[src/rtl/data_mem_copy.sv]
// data_mem_copy: block-copy engine and arbiter for the single-port data RAM.
// Ports: clk/rst; start,src,dst,len copy request; busy,done status;
//   cpu_addr/cpu_din/cpu_we/cpu_dout CPU side; mem_addr/mem_din/mem_we/mem_dout RAM side.
module data_mem_copy #(
   parameter int AW = 8
) (
   input  logic          clk,
   input  logic          rst,
   input  logic          start,
   input  logic [AW-1:0] src,
   input  logic [AW-1:0] dst,
   input  logic [AW-1:0] len,
   output logic          busy,
   output logic          done,
   input  logic [AW-1:0] cpu_addr,
   input  logic [7:0]    cpu_din,
   input  logic          cpu_we,
   output logic [7:0]    cpu_dout,
   output logic [AW-1:0] mem_addr,
   output logic [7:0]    mem_din,
   output logic          mem_we,
   input  logic [7:0]    mem_dout
);

   localparam logic [1:0] IDLE  = 2'd0;
   localparam logic [1:0] READ  = 2'd1;
   localparam logic [1:0] WRITE = 2'd2;
   localparam logic [1:0] DONE  = 2'd3;

   localparam logic [AW-1:0] ONE = {{(AW-1){1'b0}}, 1'b1};
   localparam logic [AW-1:0] ZERO = '0;

   logic [1:0]    state;
   logic [AW-1:0] src_ptr;
   logic [AW-1:0] dst_ptr;
   logic [AW-1:0] count;
   logic [7:0]    data_buf;

   assign busy     = (state == READ) || (state == WRITE);
   assign done     = (state == DONE);
   assign cpu_dout = mem_dout;

   // CPU owns the port in IDLE and DONE; the engine owns it otherwise,
   // which also blocks any CPU write while a copy is running.
   always_comb begin
      mem_addr = cpu_addr;
      mem_din  = cpu_din;
      mem_we   = cpu_we;
      unique case (state)
         READ: begin
            mem_addr = src_ptr;
            mem_din  = data_buf;
            mem_we   = 1'b0;
         end
         WRITE: begin
            mem_addr = dst_ptr;
            mem_din  = data_buf;
            mem_we   = 1'b1;
         end
         default: ;
      endcase
   end

   always_ff @(posedge clk or posedge rst) begin
      if (rst) begin
         state    <= IDLE;
         src_ptr  <= '0;
         dst_ptr  <= '0;
         count    <= '0;
         data_buf <= '0;
      end else begin
         unique case (state)
            IDLE: begin
               if (start) begin
                  src_ptr <= src;
                  dst_ptr <= dst;
                  count   <= len;
                  state   <= (len == ZERO) ? DONE : READ;
               end
            end
            READ: begin
               data_buf <= mem_dout;
               src_ptr  <= src_ptr + ONE;
               state    <= WRITE;
            end
            WRITE: begin
               dst_ptr <= dst_ptr + ONE;
               count   <= count - ONE;
               state   <= (count == ONE) ? DONE : READ;
            end
            DONE: state <= IDLE;
            default: state <= IDLE;
         endcase
      end
   end

endmodule

[config.mk]
export PLATFORM = sky130hd
export DESIGN_NAME = data_mem_copy
export DESIGN_NICKNAME = d
export VERILOG_FILES = /design/src/rtl/data_mem_copy.sv
export SDC_FILE = /design/constraint.sdc
export NUM_CORES = 1
export LEC_CHECK = 0
export BUFFER_PORTS_ARGS = -buffer_cell sky130_fd_sc_hd__buf_2
export CAP_MARGIN = 20
export CORE_MARGIN = 3
export CORE_UTILIZATION = 45
export DETAILED_ROUTE_END_ITERATION = 6
export GPL_TIMING_DRIVEN = 0
export HOLD_SLACK_MARGIN = 0.02
export PLACE_DENSITY = 0.72
export SLEW_MARGIN = 10
export SYNTH_ARGS = -nofsm -noshare
export SYNTH_HDL_FRONTEND = slang
export SYNTH_SLANG_ARGS = --single-unit
[constraint.sdc]
create_clock -name clk -period 2.8 [get_ports clk]
set_input_delay 0.7 -clock clk [delete_from_list [all_inputs] [get_ports clk]]
set_output_delay 0.7 -clock clk [all_outputs]
set_load 0.05 [all_outputs]
==> flow_summary.json, run 1 <==
{
  "boundaryPins": 79,
  "clockBufferDepth": 2,
  "die_y_um": 79.28,
  "synth-edff-count": 0,
  "synth_area_leaders": "dfrtp_1 35%, mux2_2 6.5%, a21oi_1 5.0%",
  "drive_gt1_share_pct": 34.49,
  "netlist.area_leader.share_pct": 35.21,
  "ys_ff_latch": 34,
  "vias": 2474,
  "post_cts_buffers": 0,
  "layout.nets": 433,
  "r2r_cells": 7,
  "hold_viol": 0,
  "yosys_warnings": 0,
  "cts-root-buf": "clkbuf_8",
  "status": "finished, final reports clean",
  "diodes": 0,
  "hold_class": "flop to flop",
  "cp_max_fo": 10,
  "grt_pass1_vias": 2294,
  "synthFlopType": "dfrtp_1",
  "crit_required_ns": 2.10,
  "worst_pin_slew_ns": 0.6803,
  "core_mm2": 0.005140,
  "route.antenna.remaining_nets": 0,
  "rows": 26,
  "cts.reportedPaths.clkPinSlew_ns": 0.07,
  "cts_tree": "yes",
  "fin_crit_sh_pct": 96.86,
  "routed_wl_um": 6470,
  "netlist_area_mm2": 0.002416,
  "grt_pass1_wl_um": 10420,
  "r2r_slack_ns": 0.84,
  "endpoint_kind": "output port",
  "cts_buffers": 5,
  "final-seq-area_um2": 850.8,
  "power.density_mw_per_mm2": 1427,
  "multi_input_area_mm2": 0.001378,
  "setup_violations": 0,
  "syn_area_per_cell_um2": 8.303,
  "area_growth_pct": 25.84,
  "gp_congestion": 0.8520,
  "antenna_found_initial": 0,
  "slew_headroom_pct": 53.35,
  "synth_most_common_cell": "dfrtp_1",
  "syn_nets": 351,
  "synth_top_area_cell": "dfrtp_1",
  "cap_violations": 0,
  "cts.sinks": 34,
  "synthTopCellsByCount": "34 x dfrtp_1, 28 x nor2_1, 24 x a21oi_1",
  "grt_max_degree": 35,
  "die_w_um": 79.28,
  "cts_hold_buffers": 0,
  "grtUsageTotal_pct": 20.91,
  "slew_viol_final": 0,
  "drc": 0,
  "timing.hold.ws_ns": 0.5076,
  "clock_latency_ns": 0.29,
  "cp_slowest_cell": "ha_2",
  "die_area_mm2": 0.006285,
  "dpl-instance-area_mm2": 0.002942,
  "worst-setup-path-type": "flop to output port",
  "max_freq_mhz": 368.7,
  "vias_per_cell": 5.572,
  "drt_pass1_iterations": 5,
  "fill_cells": 480,
  "grt_overflow_total": 0,
  "cpPeakStageDelay_ns": 0.45,
  "cts_max_level": 2,
  "port_buffers": 78,
  "ir_worst_vdd_mv": 0.7390,
  "wire_per_inst_um": 14.57,
  "cts_resized": 7,
  "grt_setup_unrepaired": "yes",
  "clock-skew-final_ns": 0.004674,
  "min_period_ns": 2.712,
  "finalInstanceArea_mm2": 0.003040,
  "start_util_pct": 47.01,
  "synthArstFlopShare_pct": 100.0,
  "crit_path_cell_trace": "inv_1 > ha_2 > clkbuf_4 > mux2_2 > buf_2",
  "synth_cell_types": 40,
  "netlist_instances": 291,
  "crit_arrival_ns": 2.01,
  "ys_seq_area_share_pct": 35.21,
  "drtIter0Drc": 216,
  "cp-start-kind": "flop",
  "holdPathStages": 1,
  "leakagePower_uw": 0.001402,
  "dp_hpwl_um": 4906
}
## final timing paths
kind | start | endpoint
worst max-delay path | state[1]$_DFFE_PP0P_ | mem_din[3]
worst min-delay path | data_buf[6]$_DFFE_PP0P_ | data_buf[6]$_DFFE_PP0P_
worst max register to register | state[1]$_DFFE_PP0P_ | src_ptr[7]$_DFFE_PP0P_
worst min register to register | data_buf[6]$_DFFE_PP0P_ | data_buf[6]$_DFFE_PP0P_
max in group asynchronous | rst | src_ptr[3]$_DFFE_PP0P_
min in group asynchronous | rst | data_buf[1]$_DFFE_PP0P_
## sequential cells by signal, indices dropped and copies added, names as in the netlist
register	cells
count	8
data_buf	8
dst_ptr	8
src_ptr	8
state	2
## report_power, final
| group | internal (uW) | switching, uW | leakage [uW] | total [uW] |
|---|---|---|---|---|
| combinational | 1010 | 1960 | 0.000966 | 2970 |
| clock | 198 | 177 | 0.0000482 | 375 |
| sequential | 737 | 263 | 0.000387 | 1000 |
| total | 1940 | 2390 | 0.00140 | 4340 |
## cells in the final DEF (no fill, tap or decap), drive strengths merged
cell type / netlist / final
buf: 15 / 91
mux2i: 5 / 5
a21oi: 25 / 25
or4b: 1 / 1
a211oi: 1 / 1
nand2b: 2 / 2
o32ai: 2 / 2
ha: 8 / 8
a2bb2oi: 1 / 1
nand2: 16 / 16
o22a: 3 / 3
clkinv: 0 / 1
nor2b: 3 / 3
and3: 5 / 5
o21ai: 20 / 20
xnor2: 1 / 1
nand3: 16 / 16
o22ai: 11 / 11
a22oi: 6 / 6
mux2: 18 / 18
nand4: 7 / 7
nor4b: 1 / 1
nor2: 28 / 28
inv: 18 / 18
dfrtp: 34 / 34
or3: 1 / 1
a21o: 2 / 2
clkbuf: 16 / 22
a41oi: 1 / 1
and4: 1 / 1
nor4: 3 / 3
a31oi: 15 / 15
nor3: 2 / 2
nor3b: 3 / 3
## per-stage QoR
step	cells	setup slack [ns]	power (uW)	setup TNS (ns)	utilization, %
floorplan	291	-0.2417	3311	-0.6804	-
global placement	439	-0.07780	3898	-0.1179	57.23
detailed placement	439	-0.1319	3949	-0.2104	57.23
CTS	445	0.01847	4338	0	59.13
global route	444	-0.02011	4637	-0.05413	59.15
finish	444	0.08792	4340	0	59.15
## worst max-delay path: cells and delay by family, from the launching register on
kind       cells  cell delay, ns
mux            1            0.34
fa+ha+maj      1            0.45
buf+inv        3            0.54
flops          1            0.39
## final cells by class
cell class	count	share of cell area [%]
multi-input cells	208	45.31
clock buffers	7	2.840
plain buffers	28	5.761
well taps	70	2.881
repair buffers	78	12.84
clock inverters	1	0.1646
flip-flops and latches	34	27.98
inverters	18	2.222
## cell families (layout without fill, tap and decap cells)
| group | after synthesis | after routing | synth area share (%) |
|---|---|---|---|
| multiplexers | 23 | 23 | 10.46 |
| buffers and inverters | 49 | 132 | 9.839 |
| AO/OA/AOI/OAI | 87 | 87 | 21.54 |
| XOR/XNOR | 1 | 1 | 0.3626 |
| AND/OR/NAND/NOR | 89 | 89 | 18.44 |
| adder cells (fa/ha/maj) | 8 | 8 | 4.143 |
| flip-flops | 34 | 34 | 35.22 |
## layer usage
| metal | vias up | track usage (%) | wire length [um] |
|---|---|---|---|
| li1 | 1209 | - | - |
| met1 | 1154 | 26.55 | 2863 |
| met2 | 103 | 36.78 | 3129 |
| met3 | 8 | 4.535 | 451 |
| met4 | 0 | 3.780 | 26 |
| met5 | - | 0 | 0 |
(Power assumes the default switching activity.)
==> run 2, diff against run 1 <==
--- a/config.mk
+++ b/config.mk
@@ -12,7 +12,8 @@
 export DETAILED_ROUTE_END_ITERATION = 6
 export GPL_TIMING_DRIVEN = 0
 export HOLD_SLACK_MARGIN = 0.02
-export PLACE_DENSITY = 0.72
+export PLACE_DENSITY = 0.75
+export SETUP_SLACK_MARGIN = 0.15
 export SLEW_MARGIN = 10
 export SYNTH_ARGS = -nofsm -noshare
 export SYNTH_HDL_FRONTEND = slang
==> constraint.sdc (replaced) <==
create_clock -name clk -period 2.3 [get_ports clk]
set_input_delay 0.575 -clock clk [delete_from_list [all_inputs] [get_ports clk]]
set_output_delay 0.575 -clock clk [all_outputs]
set_load 0.05 [all_outputs]
==> flow_summary.json, run 2 (synthesis results as in run 1) <==
{
  "vias_per_cell": 5.695,
  "port_buffers": 78,
  "final_common_cell": "buf_2",
  "fin_crit_sh_pct": 103.0,
  "gp_congestion": 0.8557,
  "area_growth_pct": 46.40,
  "start_util_pct": 47.01,
  "drtIter0Drc": 140,
  "cts_buffers": 5,
  "r2r_slack_ns": 0.39,
  "max_freq_mhz": 422.2,
  "die_y_um": 79.28,
  "crit_required_ns": 1.73,
  "die_w_um": 79.28,
  "leakagePower_uw": 0.001583,
  "violations": "negative setup slack",
  "grt_overflow_total": 0,
  "final_cell_mix": "63 x buf_2, 34 x dfrtp_1, 21 x nor2_1, 19 x buf_6, 18 x a21oi_1",
  "cpPeakStageDelay_ns": 0.42,
  "vias": 2580,
  "crit_path_cell_trace": "inv_2 > ha_4 > clkbuf_16 > buf_8 > mux2_4 > buf_6",
  "finalInstanceArea_mm2": 0.003537,
  "die_area_mm2": 0.006285,
  "place_inst": 439,
  "stdcell_count": 453,
  "endpoint_kind": "output port",
  "routed_wl_um": 7398,
  "drive_gt1_share_pct": 41.51,
  "slew_headroom_pct": 50.88,
  "layout.nets": 442,
  "power.density_mw_per_mm2": 1909,
  "timing.final.ws_setup_ns": -0.06849,
  "clockBufferDepth": 2,
  "min_period_ns": 2.368,
  "cp_slowest_cell": "dfrtp_1",
  "cap_violations": 0,
  "clock_latency_ns": 0.29,
  "grt_pass1_wl_um": 11790,
  "cp_max_fo": 8,
  "worst_pin_slew_ns": 0.7357,
  "hold_viol": 0,
  "drc": 0,
  "route.antenna.remaining_nets": 0,
  "setup_violations": 12,
  "grtUsageTotal_pct": 24.16,
  "cp-start-kind": "flop",
  "cts.reportedPaths.clkPinSlew_ns": 0.07,
  "core_mm2": 0.005140,
  "fin_setup_tns_ns": -0.4225,
  "wire_per_inst_um": 16.33,
  "slew_viol_final": 0,
  "worst-setup-path-type": "flop to output port",
  "boundaryPins": 79,
  "antenna_found_initial": 0,
  "grt_setup_unrepaired": "yes",
  "status": "complete, but fails checks",
  "hold_class": "primary input to asynchronous set/reset pin",
  "cts-root-buf": "clkbuf_8",
  "drt_pass1_iterations": 4,
  "dp_hpwl_um": 5146,
  "cts_hold_buffers": 0,
  "rows": 26,
  "clock-skew-final_ns": 0.005104,
  "dp_slack_ns": -0.1501,
  "diodes": 0,
  "dpl-instance-area_mm2": 0.003063,
  "cts_max_level": 2,
  "grt_max_degree": 35,
  "cts.sinks": 34,
  "grt_pass1_vias": 2448,
  "cts_tree": "yes",
  "ir_worst_vdd_mv": 0.8676,
  "crit_arrival_ns": 1.79
}
-- run 2: cell count changes in the layout (fill, tap and decap cells not counted), moves of 4 or more --
cell	change
buf_4	+4
a21oi_2	-4
clkbuf_16	+4
a22oi_2	+6
nor2_2	+4
clkbuf_4	-5
mux2_4	+4
nor2_1	-7
buf_2	-17
a22oi_1	-6
a21oi_4	+5
buf_6	+17
-- run 2: final timing paths --
path,startpoint,to,depth (start not counted)
worst max-delay path,state[1]$_DFFE_PP0P_,mem_din[6],6
worst min-delay path,rst,state[0]$_DFFE_PP0P_,2
worst max register to register,state[1]$_DFFE_PP0P_,count[5]$_DFFE_PP0P_,8
worst min register to register,data_buf[4]$_DFFE_PP0P_,data_buf[4]$_DFFE_PP0P_,1
max in group asynchronous,rst,count[5]$_DFFE_PP0P_,2
min in group clk,data_buf[4]$_DFFE_PP0P_,data_buf[4]$_DFFE_PP0P_,1
-- run 2: metrics by stage --
step           total power, uW  hold slack (ns)  utilization [%]
6_report                  6752           0.4084            68.82
4_1_cts                   6683           0.4345            68.60
2_1_floorplan             4395           0.4767                -
3_3_place_gp              5089           0.4894            59.59
5_1_grt                   7113           0.4659            68.82
3_5_place_dp              5161           0.4985            59.59
-- run 2: power breakdown --
| group | leakage [uW] | internal [uW] | switching (uW) |
|---|---|---|---|
| combinational | 0.00112 | 2070 | 2740 |
| sequential | 0.000387 | 897 | 352 |
| clock | 0.0000714 | 462 | 231 |
| total | 0.00158 | 3430 | 3320 |
-- run 2: worst max-delay path: cells and delay by family (launching register included) --
family	cells	cell delay (ns)
adder cells (fa/ha/maj)	1	0.27
multiplexers	1	0.30
flip-flops	1	0.42
buffers and inverters	4	0.50
-- run 2: area by class of cell --
class | count | area, um2
flip-flops and latches | 34 | 850.8
repair buffers | 84 | 565.5
clock buffers | 6 | 82.58
plain buffers | 31 | 299.0
fillers | 418 | 1603
clock inverters | 2 | 60.06
well taps | 70 | 87.58
multi-input cells | 208 | 1524
inverters | 18 | 67.56
-- run 2: layer usage --
layer | GRT usage, % | vias up | share of wire [%]
li1 | - | 1229 | -
met1 | 29.49 | 1215 | 42
met2 | 43.35 | 126 | 48
met3 | 3.741 | 10 | 8.4
met4 | 7.732 | 0 | 1.9
met5 | 0 | - | 0
-- run 2: repair_timing --
| item | in CTS | in global routing |
|---|---|---|
| gates cloned | 1 | 0 |
| buffers inserted | 4 | 1 |
| gates resized for setup | 72 | 2 |
| pin swaps | 4 | 2 |
| setup endpoints to repair | 17 | 18 |
| hold endpoints to repair | 0 | 0 |
==> run 3, diff against run 2 <==
--- a/config.mk
+++ b/config.mk
@@ -13,6 +13,7 @@
 export GPL_TIMING_DRIVEN = 0
 export HOLD_SLACK_MARGIN = 0.02
 export PLACE_DENSITY = 0.75
+export REMOVE_ABC_BUFFERS = 1
 export SETUP_SLACK_MARGIN = 0.15
 export SLEW_MARGIN = 10
 export SYNTH_ARGS = -nofsm -noshare
==> flow_summary.json, run 3 (synthesis results as in run 1) <==
{
  "status": "finished, final reports clean",
  "final_cell_mix": "61 x buf_2, 33 x dfrtp_1, 27 x nor2_1, 24 x a21oi_1, 16 x nand3_1",
  "worst-setup-path-type": "flop to output port",
  "power.density_mw_per_mm2": 1895,
  "crit_arrival_ns": 1.70,
  "die_y_um": 79.28,
  "cap_violations": 0,
  "drt_pass1_iterations": 6,
  "r2r_slack_ns": 0.36,
  "drtIter0Drc": 214,
  "dp_hpwl_um": 3886,
  "worst_pin_slew_ns": 0.7322,
  "layout.nets": 419,
  "rows": 26,
  "timing.hold.ws_ns": 0.4066,
  "boundaryPins": 79,
  "cts.sinks": 34,
  "die_w_um": 79.28,
  "leakagePower_uw": 0.001479,
  "clockBufferDepth": 2,
  "cts_buffers": 5,
  "setup_violations": 0,
  "diodes": 0,
  "fin_crit_sh_pct": 99.07,
  "grt_setup_unrepaired": "yes",
  "routed_wl_um": 6737,
  "timing.rr.end": "src_ptr[6]$_DFFE_PP0P_",
  "r2r_cells": 6,
  "final_common_cell": "buf_2",
  "cts_max_level": 2,
  "ir_worst_vdd_mv": 0.8039,
  "cpPeakStageDelay_ns": 0.38,
  "cts-root-buf": "clkbuf_8",
  "port_buffers": 78,
  "cp-start-kind": "flop",
  "vias_per_cell": 5.623,
  "cts_tree": "yes",
  "hold_class": "primary input to asynchronous set/reset pin",
  "clock_latency_ns": 0.29,
  "dpl-instance-area_mm2": 0.002741,
  "core_mm2": 0.005140,
  "die_area_mm2": 0.006285,
  "clock-skew-final_ns": 0.006051,
  "cp_slowest_cell": "dfrtp_1",
  "area_growth_pct": 33.92,
  "endpoint_kind": "output port",
  "crit_path_cell_trace": "inv_2 > ha_4 > clkbuf_16 > mux2_4 > buf_8",
  "max_freq_mhz": 438.9,
  "min_period_ns": 2.279,
  "gp_congestion": 0.8188,
  "antenna_found_initial": 0,
  "slew_viol_final": 0,
  "cp_max_fo": 6,
  "wire_per_inst_um": 15.67,
  "regToRegStartpoint": "state[0]$_DFFE_PP0P_",
  "hold_viol": 0,
  "crit_required_ns": 1.73,
  "vias": 2418,
  "drive_gt1_share_pct": 38.89,
  "slew_headroom_pct": 51.12,
  "grt_max_degree": 35,
  "grt_pass1_vias": 2253,
  "cts.reportedPaths.clkPinSlew_ns": 0.07,
  "route.antenna.remaining_nets": 0,
  "grt_pass1_wl_um": 10490,
  "cts_hold_buffers": 0,
  "start_util_pct": 47.01,
  "grt_overflow_total": 0,
  "finalInstanceArea_mm2": 0.003236,
  "drc": 0,
  "grtUsageTotal_pct": 21.07
}
==> run 3: final cells by class <==
type                    count  area (um2)
inverters                  18       70.07
clock inverters             1       5.005
flip-flops and latches     34       852.1
repair buffers             92       661.9
multi-input cells         208        1473
clock buffers               7       86.33
well taps                  70       87.58
fillers                   443        1904
==> run 3: worst max-delay path, delay by kind of cell (launching register included) <==
| family | cells | cell delay, ns |
|---|---|---|
| buffers and inverters | 3 | 0.40 |
| DFF | 1 | 0.38 |
| muxes | 1 | 0.31 |
| adders and majority gates | 1 | 0.32 |
==> run 3: stage by stage <==
stage          power, uW  setup slack (ns)  utilization (%)  cells  setup TNS (ns)
2_1_floorplan       3750           -0.6550                -    260          -6.889
3_3_place_gp        4407           -0.7498            52.99    408          -17.76
3_5_place_dp        4502           -0.4791            53.34    409          -6.297
4_1_cts             5602           0.06615            59.52    427               0
5_1_grt             6531          -0.03219            62.95    430         -0.1353
6_report            6130           0.02136            62.95    430               0
==> run 3: worst max path at each step <==
stage / cells past startpoint / slack (ns) / to / startpoint
floorplan: 4 / -0.66 / mem_addr[0] / state[0]$_DFFE_PP0P_
global placement: 5 / -0.75 / src_ptr[6]$_DFFE_PP0P_ / state[0]$_DFFE_PP0P_
detailed placement: 5 / -0.48 / mem_addr[1] / state[1]$_DFFE_PP0P_
CTS: 5 / 0.07 / mem_we / state[1]$_DFFE_PP0P_
global route: 5 / -0.03 / mem_din[5] / state[0]$_DFFE_PP0P_
finish: 5 / 0.02 / mem_din[5] / state[0]$_DFFE_PP0P_
==> run 3: where the power goes <==
part | switching (uW) | total, uW | internal [uW]
Sequential | 372 | 1270 | 898
Combinational | 2510 | 4390 | 1890
Clock | 229 | 470 | 242
==> run 3: timing repair <==
action / in CTS / in global routing
gates resized for setup: 38 / 36
endpoints found under the setup margin: 38 / 18
setup buffers: 10 / 2
pin swaps: 3 / 1
gates cloned: 0 / 1
==> run 3: metal layers <==
metal | part of all wire [%] | vias up | global-route usage (%)
li1 | - | 1184 | -
met1 | 43 | 1129 | 28.19
met2 | 49 | 100 | 35.02
met3 | 7.3 | 5 | 4.308
met4 | 0.62 | 0 | 4.811
met5 | 0 | - | 0
